`src/rtl/pwm_pkg.sv`:
```
// Shared definitions for the multi-channel PWM block: mode/direction encodings
// and default sizing used by pwm_multi and pwm_prescaler.
package pwm_pkg;

    localparam int CH_DEFAULT    = 4;
    localparam int R_DEFAULT     = 8;
    localparam int TIMER_DEFAULT = 16;

    typedef enum logic {
        MODE_EDGE   = 1'b0,
        MODE_CENTER = 1'b1
    } pwm_mode_e;

    typedef enum logic {
        DIR_UP   = 1'b0,
        DIR_DOWN = 1'b1
    } count_dir_e;

endpackage

```
`src/rtl/pwm_prescaler.sv`:
```
// Programmable prescaler: counts 0..final_value and emits a one-clock tick at
// the terminal count; a lowered final_value ticks on the next enabled clock.
module pwm_prescaler
    import pwm_pkg::*;
#(
    parameter int TIMER = TIMER_DEFAULT
) (
    input  logic             clk,
    input  logic             reset,
    input  logic             en,
    input  logic [TIMER-1:0] final_value,
    output logic             tick
);

    localparam logic [TIMER-1:0] CNT_ONE = {{(TIMER-1){1'b0}}, 1'b1};

    logic [TIMER-1:0] count;

    // >= rather than == so a terminal count moved below the running count
    // still terminates the cycle immediately.
    assign tick = en && (count >= final_value);

    // NOTE: sequential state uses non-blocking assignment so every flop sees pre-edge values.
    always_ff @(posedge clk) begin
        if (reset) begin
            count <= '0;
        end else if (tick) begin
            count <= '0;
        end else if (en) begin
            count <= count + CNT_ONE;
        end
    end

endmodule

```
`src/rtl/pwm_multi.sv`:
```
// Multi-channel PWM generator with shared edge/center-aligned counter and
// shadowed duty/mode registers that take effect only at period boundaries.
module pwm_multi
    import pwm_pkg::*;
#(
    parameter int CH    = CH_DEFAULT,
    parameter int R     = R_DEFAULT,
    parameter int TIMER = TIMER_DEFAULT
) (
    input  logic                  clk,
    input  logic                  reset,
    input  logic                  en,
    input  logic [TIMER-1:0]      final_value,
    input  logic [CH*(R+1)-1:0]   duty,
    input  logic                  mode,
    input  logic                  update,
    output logic [CH-1:0]         pwm_out,
    output logic                  period_end,
    output logic                  update_ack
);

    localparam int          DW    = R + 1;
    localparam logic [R-1:0] Q_MAX = '1;
    localparam logic [R-1:0] Q_ONE = {{(R-1){1'b0}}, 1'b1};

    logic            tick;
    logic            boundary;
    logic [R-1:0]    q;
    count_dir_e      dir;
    pwm_mode_e       active_mode;
    pwm_mode_e       shadow_mode;
    logic            pending;
    logic [DW-1:0]   active_duty [CH];
    logic [DW-1:0]   shadow_duty [CH];

    pwm_prescaler #(
        .TIMER (TIMER)
    ) u_prescaler (
        .clk         (clk),
        .reset       (reset),
        .en          (en),
        .final_value (final_value),
        .tick        (tick)
    );

    // NOTE: default assigned first so no path through the block infers a latch.
    always_comb begin
        boundary = 1'b0;
        if (tick) begin
            if (active_mode == MODE_EDGE) begin
                boundary = (q == Q_MAX);
            end else begin
                boundary = (dir == DIR_DOWN) && (q == Q_ONE);
            end
        end
    end

    always_ff @(posedge clk) begin
        if (reset) begin
            q           <= '0;
            dir         <= DIR_UP;
            active_mode <= MODE_EDGE;
            shadow_mode <= MODE_EDGE;
            pending     <= 1'b0;
            pwm_out     <= '0;
            period_end  <= 1'b0;
            update_ack  <= 1'b0;
            // NOTE: the duty banks are plain flops, so they are reset like any other state.
            for (int i = 0; i < CH; i++) begin
                active_duty[i] <= '0;
                shadow_duty[i] <= '0;
            end
        end else begin
            period_end <= boundary;
            update_ack <= boundary && pending;

            if (tick) begin
                for (int i = 0; i < CH; i++) begin
                    pwm_out[i] <= ({1'b0, q} < active_duty[i]);
                end
                // Every boundary, including a mode switch, restarts at Q=0 counting up.
                if (boundary) begin
                    q   <= '0;
                    dir <= DIR_UP;
                end else if (active_mode == MODE_EDGE) begin
                    q <= q + Q_ONE;
                end else if (dir == DIR_UP) begin
                    if (q == Q_MAX) begin
                        dir <= DIR_DOWN;
                        q   <= q - Q_ONE;
                    end else begin
                        q <= q + Q_ONE;
                    end
                end else begin
                    q <= q - Q_ONE;
                end
            end

            if (boundary && pending) begin
                active_mode <= shadow_mode;
                for (int i = 0; i < CH; i++) begin
                    active_duty[i] <= shadow_duty[i];
                end
            end

            // A capture in the boundary clock keeps pending set for the next boundary.
            if (update) begin
                shadow_mode <= pwm_mode_e'(mode);
                pending     <= 1'b1;
                for (int i = 0; i < CH; i++) begin
                    shadow_duty[i] <= duty[i*DW +: DW];
                end
            end else if (boundary) begin
                pending <= 1'b0;
            end
        end
    end

endmodule

```
`config.mk`:
```
export PLATFORM = sky130hd
export DESIGN_NAME = pwm_multi
export DESIGN_NICKNAME = d
export VERILOG_FILES = /design/src/rtl/pwm_pkg.sv /design/src/rtl/pwm_prescaler.sv /design/src/rtl/pwm_multi.sv
export SDC_FILE = /design/constraint.sdc
export NUM_CORES = 1
export LEC_CHECK = 0
export ABC_AREA = 1
export CAP_MARGIN = 15
export CORE_MARGIN = 4
export CORE_UTILIZATION = 44
export CTS_BUF_LIST = sky130_fd_sc_hd__clkbuf_2
export CTS_CLUSTER_DIAMETER = 150
export DETAILED_ROUTE_END_ITERATION = 10
export GPL_TIMING_DRIVEN = 0
export PLACE_DENSITY = 0.66
export SLEW_MARGIN = 20
export SYNTH_ARGS = -nofsm -noshare
export SYNTH_HDL_FRONTEND = slang
export SYNTH_SLANG_ARGS = --single-unit
```
`constraint.sdc`:
```
create_clock -name clk -period 2.45 [get_ports clk]
set_input_delay 0.245 -clock clk [delete_from_list [all_inputs] [get_ports clk]]
set_output_delay 0.245 -clock clk [all_outputs]
set_load 0.01 [all_outputs]
```
==> results by group, run 1 <==
Run status
  • Status: finished, final reports clean

Power and ir drop
  • Internal power: 2350 µW
  • Leakage: 0.003128 µW
  • Net switching power: ~700 µW
  • Clock share of power: 0.254
  • Logic gate share of total power: 0.088
  • Sw Ratio: 0.2293
  • Reg power frac: 0.657
  • P per Cell Area: 450.0 nW/µm²
  • Peak supply drop: 249.4 µV

Placed design
  • IO Port Bufs: 62
  • HPWL Detailed: 8027 µm
  • RD Place Congestion: about 0.87
  • Post-DP Area: 6579 µm²
  • Placed cell count: about 900
  • Setup WS pre-CTS: -0.8735 ns

Timing
  • Worst-margin pin slew: between 0.7 and 0.8 ns
  • Final Skew: 0.04038 ns
  • Final Cycle Share: 0.9521
  • Min cycle time layout: 2.333 ns
  • PnR worst setup slack: 0.1174 ns
  • Max-slew headroom: 0.5222
  • RSZ-0062 raised after global routing: no
  • Fin. max-slew vios: 0
  • Max Clk Rate: 0.4287 GHz
  • Final hold violations: 0
  • Setup violators final: 0

Synthesis
  • Gate Count Post-Synth: roughly 660
  • Syn_nets: 766
  • Avg Inst Size Synth: 8.651 µm²
  • Post-synth top area cell: edfxtp_1
  • Top_reg_cell synth: edfxtp_1
  • Area share of the largest cell type after synthesis: 0.3781
  • Netlist Area Pre-Place: 5718 µm²
  • Count of flip-flops with a built-in enable after synthesis: a little over 70
  • YS warnings: 0
  • Top cells by area, synth: edfxtp_1 38%, dfxtp_1 12%, ha_1 11%
  • #FFs+latches synth: 106
  • Unique masters post-synth: 36
  • Async S/R FF share, synth: 0
  • Seq/Total Area, Yosys: 0.4972

Die
  • Die width: 122.0 µm
  • Placement row count: between 40 and 50
  • Core Area: 12670 µm²
  • Initial Utilization: 0.4513
  • Ports: 63
  • Die span in y: ~120 µm
  • Die ar.: 14880 µm²

Critical path
  • FF-to-FF path depth: 10
  • Critical-path maximum fanout: 18
  • Critical setup path kind: reg -> reg
  • Worst setup EP type: flop
  • Worst EP required: between 2 and 3 ns
  • Worst EP arrival: 2.61 ns
  • CP Launch Type: flop

Routing
  • Drt pass-1 iters: 4
  • DR vias: 4232
  • Wire length per cell: 11.63 µm
  • Total Wirelength: 10640 µm
  • DRC viols: 0
  • Vias per cell: ~4.6
  • Antenna Nets Post-Route: 0
  • Initial DRC count: 168

CTS
  • CTS Hold Bufs: 0
  • TritonCTS clock tree: yes
  • Clock Tree Buf Depth: 2
  • CTS root buf: clkbuf_2
  • Num CTS Buffers: 9
  • Clock Pin Slew Worst Setup and Hold Paths: 0.29 ns
  • CTS HTree Levels: 3
  • Clk_lat worst skew: 0.56 ns
  • Sink Count: approximately 110

GRT
  • GRT Total Usage: 0.1523
  • Vias in the first global route: 4109
  • First-pass GRT wire length: between 15000 and 20000 µm
  • Largest net degree at the start of global routing: 34
  • GR Overflow Total: 0
  • Initial antenna violation count: 0

Layout
  • Post-route cell area: 6775 µm²
  • Ant diodes: 0
  • Layout cells sized above 1: 0.08075
  • Layout Nets: 843
  • Synthesis-to-layout area growth: 18.49%
  • Final cell count without fillers: 915

Hold path
  • Hold path depth: 3
  • Hold crit path type: in -> reg

Run
  • Max-cap viol count: 0
==> cell families (layout without fill, tap and decap cells) <==
| group | Yosys count | count (layout) | synth area share |
|---|---|---|---|
| fa+ha+maj | 48 | 48 | 0.1050 |
| simple gates | 275 | 276 | 0.2105 |
| flops | 106 | 106 | 0.4972 |
| mux | 2 | 2 | 0.003501 |
| compound gates | 50 | 50 | 0.04967 |
| xor+xnor | 12 | 12 | 0.01838 |
| buf+inv | 168 | 249 | 0.1158 |
==> cells in the final DEF, fill, tap and decap left out, types with 14 or more instances in the layout <==
cell             count
dfxtp_1             26
clkdlybuf4s50_1     62
inv_1              155
ha_1                48
nand3_1             22
edfxtp_1            72
a21oi_1             31
nand4_1             14
nor2_1             105
nand2_1             95
==> repair_timing <==
action / in CTS / in global routing
setup buffers: 2 / 0
endpoints found under the setup margin: 45 / 51
gates cloned: 1 / 0
gates resized for setup: 5 / 11
pin swaps: 3 / 1
==> worst max-delay path, cell delays in order (launching register included) <==
cell	delay (ns)
dfxtp_1	0.40
ha_1	0.30
nand2_1	0.10
nor3_2	0.22
nand3_1	0.14
nand3_4	0.17
clkbuf_4	0.22
nand4_1	0.10
buf_4	0.20
nand2_4	0.07
buf_12	0.17
==> registers in the layout, summed over array words and instances (netlist names) <==
register	count
active_mode	1
shadow_duty	36
active_duty	36
update_ack	1
pending	1
period_end	1
dir	1
shadow_mode	1
q	8
pwm_out	4
u_prescaler.count	16
==> per-layer routing <==
layer / vias to the layer above / track usage / share of wire
met3: 15 / 0.01950 / 0.040
met2: 68 / 0.2693 / 0.50
met4: 0 / 0.05812 / 0.017
li1: 2244 / - / -
met1: 1905 / 0.1895 / 0.44
met5: - / 0 / 0
==> area by class of cell <==
cell class	instances	area, µm²
fill	1192	5896
sequential	106	2855
multi-input combinational	388	2263
timing repair buffer	65	668.1
inverter	156	585.6
tap	172	215.2
buffer	12	78.83
clock inverter	6	58.81
clock buffer	10	50.05
==> path summary, 6_finish.rpt <==
kind | endpoint | slack [ns] | from
max | active_duty[1][8]$_SDFFCE_PN0P_ | 0.12 | u_prescaler.count[15]$_SDFFE_PP0P_
min | shadow_mode$_SDFFE_PP0P_ | 0.27 | mode
max reg2reg | active_duty[1][8]$_SDFFCE_PN0P_ | 0.12 | u_prescaler.count[15]$_SDFFE_PP0P_
min reg2reg | shadow_mode$_SDFFE_PP0P_ | 0.48 | shadow_mode$_SDFFE_PP0P_
==> Yosys cell counts, drive strengths merged, types with 2 or more instances <==
cell and n:
nor3b 4, buf 7, nand4 14, dfxtp 34, nand2 101, a21oi 32
nor3 9, edfxtp 72, nor2 119, ha 48, o21ai 7, mux2i 2
xor2 10, xnor2 2, nand3 24, inv 156, clkbuf 5, a2111oi 4
o21a 4, nor4 2
==> through the flow <==
stage,hold WS [ns],TNS [ns],total power [µW],util
after floorplan,0.3141,0,2173,-
after global placement,0.4488,-60.22,2297,0.5174
after detailed placement,0.4574,-44.82,2309,0.5192
after CTS,0.2189,0,3089,0.5328
after global routing,0.2244,0,3194,0.5347
final,0.2734,0,3049,0.5347
==> power by group through the flow <==
stage                     combinational [µW]  sequential [µW]  clock [µW]
after floorplan                          133             2040           0
after global placement                   251             2050           0
after detailed placement                 263             2050           0
after CTS                                273             2010         809
after global routing                     306             2010         874
final                                    269             2000         776
Note: power is estimated with default switching activity, not from simulation.
==> run 2: changes to the inputs <==
Settings changed: PLACE_DENSITY 0.66 to 0.64.
Clock period 2.45 ns to 2.3 ns, I/O delays scaled along.
==> results by group, run 2 (synthesis results as in run 1) <==
Run status
  • Status: finished, final reports clean (unchanged)

Timing
  • Setup violators final: 0 (unchanged)
  • Max Clk Rate: 0.4542 GHz (was 0.4287 GHz)
  • Fin. max-slew vios: 0 (unchanged)
  • WHS: 0.2270 ns (was 0.2734 ns)
  • Total negative slack: 0 ns (unchanged)
  • Min cycle time layout: 2.202 ns (was 2.333 ns)
  • Final hold violations: 0 (unchanged)
  • RSZ-0062 raised after global routing: yes (was no)
  • Final Cycle Share: 0.9572 (was 0.9521)
  • Worst-margin pin slew: 0.8468 ns (was 0.7167 ns)
  • Max-slew headroom: 0.4355 (was 0.5222)
  • Final Skew: 0.02307 ns (was 0.04038 ns)

Critical path
  • Worst EP arrival: 2.54 ns (was 2.61 ns)
  • Most used cell, CP: nand2_1
  • CP Cell Sequence: ha_1 > nand2_1 > nor2_1 > nand2_1 > nand2_1 > nand2_1 > nand3_4 > buf_6 > nand4_1 > buf_6 > nand2_8 > clkbuf_16 (was ha_1 > nand2_1 > nor3_2 > nand3_1 > nand3_4 > clkbuf_4 > nand4_1 > buf_4 > nand2_4 > buf_12)
  • CP top delay family: simple AND/OR/NAND/NOR gates (unchanged)
  • Worst setup EP type: flop (unchanged)
  • FF-to-FF path depth: 12 (was 10)
  • CP max-delay cell: dfxtp_1 (unchanged)
  • Reg2reg start: u_prescaler.count[7]$_SDFFE_PP0P_ (was u_prescaler.count[15]$_SDFFE_PP0P_)
  • Critical setup path kind: reg -> reg (unchanged)
  • Critical-path maximum fanout: 8 (was 18)
  • Worst EP required: 2.64 ns (was 2.73 ns)
  • CP max stage delay: 0.41 ns (was 0.40 ns)
  • Worst R2R Setup Slack: 0.1 ns (was 0.12 ns)
  • RR Endpoint: active_duty[3][4]$_SDFFCE_PN0P_ (was active_duty[1][8]$_SDFFCE_PN0P_)
  • Buf+Inv Stages, Crit Path: 3 (unchanged)
  • CP Launch Type: flop (unchanged)

Routing
  • Vias per cell: 4.638 (was 4.625)
  • Total Wirelength: 11040 µm (was 10640 µm)
  • Antenna Nets Post-Route: 0 (unchanged)
  • DRC viols: 0 (unchanged)
  • DR vias: 4281 (was 4232)
  • Initial DRC count: 181 (was 168)
  • Wire length per cell: 11.96 µm (was 11.63 µm)
  • Drt pass-1 iters: 4 (unchanged)

GRT
  • Initial antenna violation count: 0 (unchanged)
  • First-pass GRT wire length: 18110 µm (about the same)
  • Largest net degree at the start of global routing: 37 (was 34)
  • GRT Total Usage: 0.1529 (was 0.1523)
  • GR Overflow Total: 0 (unchanged)
  • Vias in the first global route: 4185 (was 4109)

Placed design
  • HPWL Detailed: 8205 µm (was 8027 µm)
  • Post-DP Area: 6564 µm² (was 6579 µm²)
  • IO Port Bufs: 62 (unchanged)
  • RD Place Congestion: 0.8262 (was 0.8730)

Die
  • Die ar.: 14880 µm² (unchanged)
  • Die span in y: 122.0 µm (unchanged)
  • Placement row count: 41 (unchanged)
  • Ports: 63 (unchanged)
  • Die width: 122.0 µm (unchanged)
  • Initial Utilization: 0.4513 (unchanged)
  • Core Area: 12670 µm² (unchanged)

Power and ir drop
  • Peak supply drop: 312.6 µV (was 249.4 µV)
  • Leakage: 0.003174 µW (was 0.003128 µW)
  • P per Cell Area: 460.3 nW/µm² (was 450.0 nW/µm²)

Hold path
  • Hold path depth: 3 (unchanged)
  • Hold crit path type: in -> reg (unchanged)
  • Hold path endpoint: shadow_mode$_SDFFE_PP0P_ (unchanged)
  • Hold Crit Start: mode (unchanged)

CTS
  • Sink Count: 106 (unchanged)
  • TritonCTS clock tree: yes (unchanged)
  • Clk_lat worst skew: 0.57 ns (was 0.56 ns)
  • Num CTS Buffers: 9 (unchanged)
  • Clock Pin Slew Worst Setup and Hold Paths: 0.26 ns (was 0.29 ns)
  • CTS root buf: clkbuf_2 (unchanged)
  • CTS HTree Levels: 3 (unchanged)
  • CTS Hold Bufs: 0 (unchanged)
  • Clock Tree Buf Depth: 2 (unchanged)

Layout
  • Layout cells sized above 1: 0.1079 (was 0.08075)
  • Ant diodes: 0 (unchanged)
  • Post-route cell area: 6895 µm² (was 6775 µm²)
  • Synthesis-to-layout area growth: 20.59% (was 18.49%)
  • Layout Nets: 851 (was 843)
  • Core Util, Final: 0.5442 (was 0.5347)
  • Most common cell after layout, fill and taps aside: inv_1 (unchanged)
  • Largest registers in the final layout: active_duty x36, shadow_duty x36, u_prescaler.count x16 (unchanged)
  • Most frequent cells in the layout: 155 x inv_1, 105 x nor2_1, 94 x nand2_1 (was 155 x inv_1, 105 x nor2_1, 95 x nand2_1)

Run
  • Max-cap viol count: 0 (unchanged)
==> run 2: how the worst max path moves through the flow <==
stage / slack (ns) / from / endpoint / cells after the start
CTS: 0.001 / u_prescaler.count[15]$_SDFFE_PP0P_ / active_duty[0][1]$_SDFFCE_PN0P_ / 10
finish: 0.1 / u_prescaler.count[7]$_SDFFE_PP0P_ / active_duty[3][4]$_SDFFCE_PN0P_ / 12
global route: -0.03 / reset / shadow_duty[1][3]$_SDFFCE_PN0P_ / 4
global placement: -0.73 / final_value[15] / active_duty[1][1]$_SDFFCE_PN0P_ / 10
floorplan: 0.13 / u_prescaler.count[15]$_SDFFE_PP0P_ / active_duty[0][0]$_SDFFCE_PN0P_ / 8
detailed placement: -0.78 / final_value[15] / active_duty[1][1]$_SDFFCE_PN0P_ / 10
==> run 2: repair_timing <==
item	4_1_cts	5_1_grt
buffers inserted	3	7
pin swaps	3	6
cloned	1	1
endpoints found under the hold margin	0	0
resized for setup	8	25
endpoints found under the setup margin	58	72
==> run 2: through the flow <==
stage               instances  setup slack, ns  power, µW
finish                    923          0.09834       3174
global route              923         -0.03200       3327
CTS                       915         0.001062       3226
detailed placement        895          -0.7793       2460
global placement          895          -0.7258       2446
floorplan                 661           0.1279       2315
==> run 2: metal layers <==
| layer | track usage | vias to the layer above | part of all wire |
|---|---|---|---|
| met5 | 0 | - | 0 |
| met4 | 0.06513 | 0 | 0.022 |
| met3 | 0.02971 | 22 | 0.040 |
| met2 | 0.2704 | 92 | 0.51 |
| met1 | 0.1812 | 1912 | 0.43 |
| li1 | - | 2255 | - |
==> run 2: cell type report <==
type	count	area, µm²
fill	1192	5776
sequential	106	2870
clock buffer	10	50.05
multi-input combinational	388	2312
timing repair buffer	73	737.0
clock inverter	6	42.54
buffer	12	82.58
tap	172	215.2
inverter	156	585.6
==> run 2: power breakdown <==
part	switching [µW]	internal, µW
clock network	599	149
logic	147	146
registers	22.7	2110
==> run 2: worst reg2reg max path, stage by stage (launching register included) <==
cell and delay [ns]:
dfxtp_1 0.41, ha_1 0.31, nand2_1 0.07, nor2_1 0.18, nand2_1 0.08, nand2_1 0.06
nand2_1 0.09, nand3_4 0.14, buf_6 0.14, nand4_1 0.09, buf_6 0.19, nand2_8 0.07
clkbuf_16 0.17
